## src/rtl/ray_gen.sv

```systemverilog
// Camera ray generator: scans a WIDTH x HEIGHT frame in raster order and emits one
// unnormalised (x, y, z) direction per pixel as IEEE-754 single-precision words.
`timescale 1ns/1ps

module ray_gen #(
    parameter int SIZE   = 32,
    parameter int WIDTH  = 320,
    parameter int HEIGHT = 240,
    parameter int FOCAL  = 256
) (
    input  logic                 aclk,
    input  logic                 aresetn,
    input  logic                 start,
    output logic                 busy,
    output logic                 done,
    output logic [2:0][SIZE-1:0] m_axis_result_tdata,
    output logic                 m_axis_result_tvalid,
    input  logic                 m_axis_result_tready,
    output logic                 m_axis_result_tlast,
    output logic [15:0]          pix_x,
    output logic [15:0]          pix_y
);

    // 25 bits signed covers every component: |v| < 2^24.
    localparam int CW = 25;
    localparam logic [15:0]          LAST_X = 16'(WIDTH - 1);
    localparam logic [15:0]          LAST_Y = 16'(HEIGHT - 1);
    localparam logic signed [CW-1:0] HALF_W = CW'(WIDTH / 2);
    localparam logic signed [CW-1:0] HALF_H = CW'(HEIGHT / 2);
    localparam logic signed [CW-1:0] NEG_F  = CW'(-FOCAL);

    generate
        if (SIZE != 32) begin : g_size_check
            $error("ray_gen supports only SIZE = 32");
        end
    endgenerate

    typedef enum logic {IDLE, RUN} state_t;

    state_t                state;
    logic [15:0]           px_p0, py_p0;
    logic [2:0][SIZE-1:0]  tdata_p0;
    logic                  tlast_p0, vld_p0, busy_p0, done_p0;

    logic                  hs;
    logic [15:0]           nxt_px, nxt_py;
    logic                  nxt_last;
    logic signed [CW-1:0]  x_int, y_int;
    logic [2:0][SIZE-1:0]  nxt_data;

    // Exact integer-to-float: the leading one becomes the hidden bit, so no rounding.
    function automatic logic [31:0] int_to_float(input logic signed [CW-1:0] v);
        logic          sign;
        logic [CW-2:0] mag;
        logic [CW-2:0] norm;
        logic [4:0]    p;
        sign = v[CW-1];
        mag  = sign ? (CW-1)'(-v) : v[CW-2:0];
        p    = '0;
        for (int i = 0; i < CW - 1; i++) begin
            if (mag[i]) p = 5'(i);
        end
        norm = mag << (5'd23 - p);
        if (mag == '0) return 32'h0000_0000;
        return {sign, 8'd127 + {3'b000, p}, norm[22:0]};
    endfunction

    // Next pixel: (0,0) when starting from IDLE, raster successor while running.
    always_comb begin
        hs     = vld_p0 && m_axis_result_tready;
        nxt_px = '0;
        nxt_py = '0;
        if (state == RUN) begin
            if (px_p0 == LAST_X) begin
                nxt_py = py_p0 + 16'd1;
            end else begin
                nxt_px = px_p0 + 16'd1;
                nxt_py = py_p0;
            end
        end
        nxt_last    = (nxt_px == LAST_X) && (nxt_py == LAST_Y);
        x_int       = $signed({9'd0, nxt_px}) - HALF_W;
        y_int       = HALF_H - $signed({9'd0, nxt_py});
        nxt_data[0] = SIZE'(int_to_float(x_int));
        nxt_data[1] = SIZE'(int_to_float(y_int));
        nxt_data[2] = SIZE'(int_to_float(NEG_F));
    end

    // Output register stage p0: reloads only on start or on a handshake.
    always_ff @(posedge aclk or negedge aresetn) begin
        if (!aresetn) begin
            state    <= IDLE;
            px_p0    <= '0;
            py_p0    <= '0;
            tdata_p0 <= '0;
            tlast_p0 <= 1'b0;
            vld_p0   <= 1'b0;
            busy_p0  <= 1'b0;
            done_p0  <= 1'b0;
        end else begin
            done_p0 <= 1'b0;
            case (state)
                IDLE: begin
                    if (start) begin
                        state    <= RUN;
                        busy_p0  <= 1'b1;
                        vld_p0   <= 1'b1;
                        px_p0    <= nxt_px;
                        py_p0    <= nxt_py;
                        tdata_p0 <= nxt_data;
                        tlast_p0 <= nxt_last;
                    end
                end
                RUN: begin
                    if (hs) begin
                        if (tlast_p0) begin
                            state    <= IDLE;
                            busy_p0  <= 1'b0;
                            vld_p0   <= 1'b0;
                            tlast_p0 <= 1'b0;
                            done_p0  <= 1'b1;
                            px_p0    <= '0;
                            py_p0    <= '0;
                        end else begin
                            px_p0    <= nxt_px;
                            py_p0    <= nxt_py;
                            tdata_p0 <= nxt_data;
                            tlast_p0 <= nxt_last;
                        end
                    end
                end
                default: state <= IDLE;
            endcase
        end
    end

    assign busy                 = busy_p0;
    assign done                 = done_p0;
    assign m_axis_result_tdata  = tdata_p0;
    assign m_axis_result_tvalid = vld_p0;
    assign m_axis_result_tlast  = tlast_p0;
    assign pix_x                = px_p0;
    assign pix_y                = py_p0;

endmodule

```

## config.mk

```make
export PLATFORM = sky130hd
export DESIGN_NAME = ray_gen
export DESIGN_NICKNAME = d
export VERILOG_FILES = /design/src/rtl/ray_gen.sv
export SDC_FILE = /design/constraint.sdc
export NUM_CORES = 1
export LEC_CHECK = 0
export ABC_AREA = 1
export BUFFER_PORTS_ARGS = -buffer_cell sky130_fd_sc_hd__buf_2
export CAP_MARGIN = 20
export CORE_MARGIN = 2
export CORE_UTILIZATION = 40
export DETAILED_ROUTE_END_ITERATION = 12
export GPL_ROUTABILITY_DRIVEN = 0
export PLACE_DENSITY_LB_ADDON = 0.2
export SLEW_MARGIN = 10
export SYNTH_ARGS = -nofsm -noshare
export SYNTH_HDL_FRONTEND = slang
export SYNTH_SLANG_ARGS = --single-unit
```

## constraint.sdc

```tcl
create_clock -name aclk -period 4.4 [get_ports aclk]
set_input_delay 1.32 -clock aclk [delete_from_list [all_inputs] [get_ports aclk]]
set_output_delay 1.32 -clock aclk [all_outputs]
set_load 0.05 [all_outputs]
```

==> run_results.csv <==
group,metric,value,unit
global_routing,antenna_found_initial,0,
hold_path,min_path_cells,2,
sta,setup_tns,0,ns
synth,syn_inst,1242,
global_routing,grt_pass1_wl,38.2,mm
global_routing,grt_start_max_net_pins,65,
cts,cts_root_buffer,"clkbuf_16",
synth,synth_cell_types,57,
routing,vias,8492,
routing,drtAntennaViolNets,0,
synth,ys_seq_area_frac,0.300,
floorplanning,fp.dieArea,0.0223,mm²
global_routing,overflow,0,
worst_setup_path,worst_r2r_path_depth,28,
synth,synth_top_cell_area_share,0.300,
synth,synth_area_leader_cell,"dfrtp_1",
floorplanning,die_y,149,µm
worst_setup_path,crit_type,"reg2reg",
sta,fmax,241,MHz
floorplanning,coreArea,0.0208,mm²
worst_setup_path,path_max_fanout,11,
routing,first_pass_iters,6,
floorplanning,fp-row-count,53,
routing,drc_errors,0,
worst_setup_path,max_stage_delay,0.44,ns
job,max-cap-violations,0,
synth,synth_ff_type,"dfrtp_1",
sta,finalHoldViolations,0,
cts,cts_tree,"built",
floorplanning,initial_utilization,0.405,
placed_design,hpwl,18.3,mm
routing,viasPerCell,5.09,
worst_setup_path,critical_path_required,4.70,ns
routing,wl,24.4,mm
sta,setup_violations,0,
sta,timing.slew.headroom,0.253,
worst_setup_path,worst_path_most_repeated_cell,"nand2_1",
cts,cts_num_sinks,101,
cells_and_area,drive_gt1_frac,0.260,
run_status,status,"finished, final reports clean",
worst_setup_path,worstPathArrival,4.45,ns
sta,fin_crit_sh,0.942,
routing,dr.first_iter.drc_count,475,
synth,synth_area,0.00843,mm²
synth,synth_warnings,0,
placed_design,io_buffer_count,108,
cts,h-tree-depth,3,
synth,synth_most_common_cell,"nand2_1",
synth,synthTopCellsByCount,"nand2_1, nand3_1, dfrtp_1",
sta,timing.final.crit_period,4.14,ns
cts,hold_buffers,0,
cells_and_area,area_growth,19.5,%
synth,synthArstFlopShare,1.00,
synth,synth-edff-count,0,
floorplanning,pin_count,136,
synth,synth-seq-cells,101,
sta,maxSlewViolCount,0,
worst_setup_path,crit_path_top_delay_cell,"dfrtp_2",
hold_path,hold_path_class,"reg2reg",
sta,skew,0.0172,ns
global_routing,grt_pass1_vias,7480,
cells_and_area,nFillCells,2184,
cts,cts.clk_slew.worst_paths,0.09,ns
worst_setup_path,end_kind,"flip-flop",
global_routing,grt_use_total,0.213,
routing,wl_per_cell,14.6,µm
sta,worstMarginPinSlew,1.12,ns
cts,cts_buffer_depth,2,
cells_and_area,finalNetCount,1410,
cts,cts_buffers,9,
cts,clk_latency,0.37,ns
cells_and_area,n_antenna_cell,0,
synth,avgSynthCellArea,6.79,µm²
floorplanning,die_x,149,µm
worst_setup_path,worstSetupStartpointType,"flip-flop",
synth,synthTopCellsByArea,"dfrtp_1, nand2_1, nand3_1",
sta,rsz0062_at_grt,"yes",
## routing by layer
| metal | vias up | track usage | part of all wire |
|---|---|---|---|
| met2 | 228 | 0.331 | 0.45 |
| met1 | 3943 | 0.306 | 0.48 |
| met4 | 0 | 0.0710 | 0.023 |
| li1 | 4289 | - | - |
| met3 | 32 | 0.0297 | 0.047 |
| met5 | - | 0 | 0 |
## logic make-up (layout without fill, tap and decap cells)
family,count (synthesis),after routing,share of synthesized area
simple gates,777,779,0.440
compound gates,127,127,0.0861
flops,101,101,0.300
xor+xnor,33,33,0.0396
fa+ha+maj,17,17,0.0252
buf+inv,185,306,0.109
other cells,2,31,0.000891
## state kept, by name, indices dropped and copies added, names as in the netlist
| signal | flops |
|---|---|
| done | 1 |
| pix_x | 16 |
| m_axis_result_tdata | 65 |
| m_axis_result_tlast | 1 |
| state | 1 |
| busy | 1 |
| pix_y | 16 |
## critical path: cells and delay by family, from the launching register on
family                   cells  cell delay, ns
adder cells (fa/ha/maj)      2            0.40
AO/OA/AOI/OAI                1            0.22
XOR/XNOR                     2            0.32
flip-flops                   1            0.44
buffers and inverters        5            0.52
AND/OR/NAND/NOR             18            2.16
## cells in the final DEF, fill, tap and decap left out, drive strengths merged, types with 4 or more instances in the layout
cell    instances
nand2         456
nand3         182
buf           171
inv           118
dfrtp         101
nor2           90
o21ai          89
conb           31
xor2           27
nand4          25
ha             17
nor3           13
o22ai          12
clkbuf         10
a21oi           7
xnor2           6
o31ai           5
nand3b          4
clkinv          4
## area by class of cell
class	instances	area, µm²	area share
repair buffers	171	1030	0.102
clock buffers	10	229	0.0227
inverters	119	460	0.0457
multi-input cells	987	5400	0.536
clock inverters	6	71.3	0.00708
flip-flops and latches	101	2540	0.252
well taps	275	344	0.0341
## what timing repair did
item                                    in CTS  in global routing
pin swaps                                    1                 14
endpoints found under the setup margin       6                 59
setup buffers                                2                 23
resized for setup                            0                 57
gates cloned                                 0                  2
## worst paths after layout
kind | startpoint | end | slack [ns]
max | pix_x[1]$_DFFE_PN0P_ | m_axis_result_tdata[48]$_DFFE_PN0P_ | 0.26
max in group asynchronous | aresetn | pix_x[3]$_DFFE_PN0P_ | 2.66
min in group asynchronous | aresetn | m_axis_result_tdata[20]$_DFFE_PN0P_ | 0.94
min reg2reg | m_axis_result_tdata[19]$_DFFE_PN0P_ | m_axis_result_tdata[19]$_DFFE_PN0P_ | 0.48
max reg2reg | pix_x[1]$_DFFE_PN0P_ | m_axis_result_tdata[48]$_DFFE_PN0P_ | 0.26
min | m_axis_result_tdata[19]$_DFFE_PN0P_ | m_axis_result_tdata[19]$_DFFE_PN0P_ | 0.48
## stage by stage
| stage | instances | hold WS, ns | cell area (µm²) | setup slack, ns | util |
|---|---|---|---|---|---|
| finish | 1669 | 0.475 | 10100 | 0.257 | 0.484 |
| global route | 1669 | 0.506 | 10100 | -0.0723 | 0.484 |
| CTS | 1644 | 0.480 | 9610 | 0.0561 | 0.461 |
| detailed placement | 1626 | 0.461 | 9290 | -0.0595 | 0.446 |
| global placement | 1626 | 0.460 | 9290 | 0.0673 | 0.446 |
| floorplan | 1271 | 0.738 | 8580 | 0.00782 | - |
Power is not shown: default switching activity piles up to over one toggle a cycle in this logic, so the estimate is an artifact.
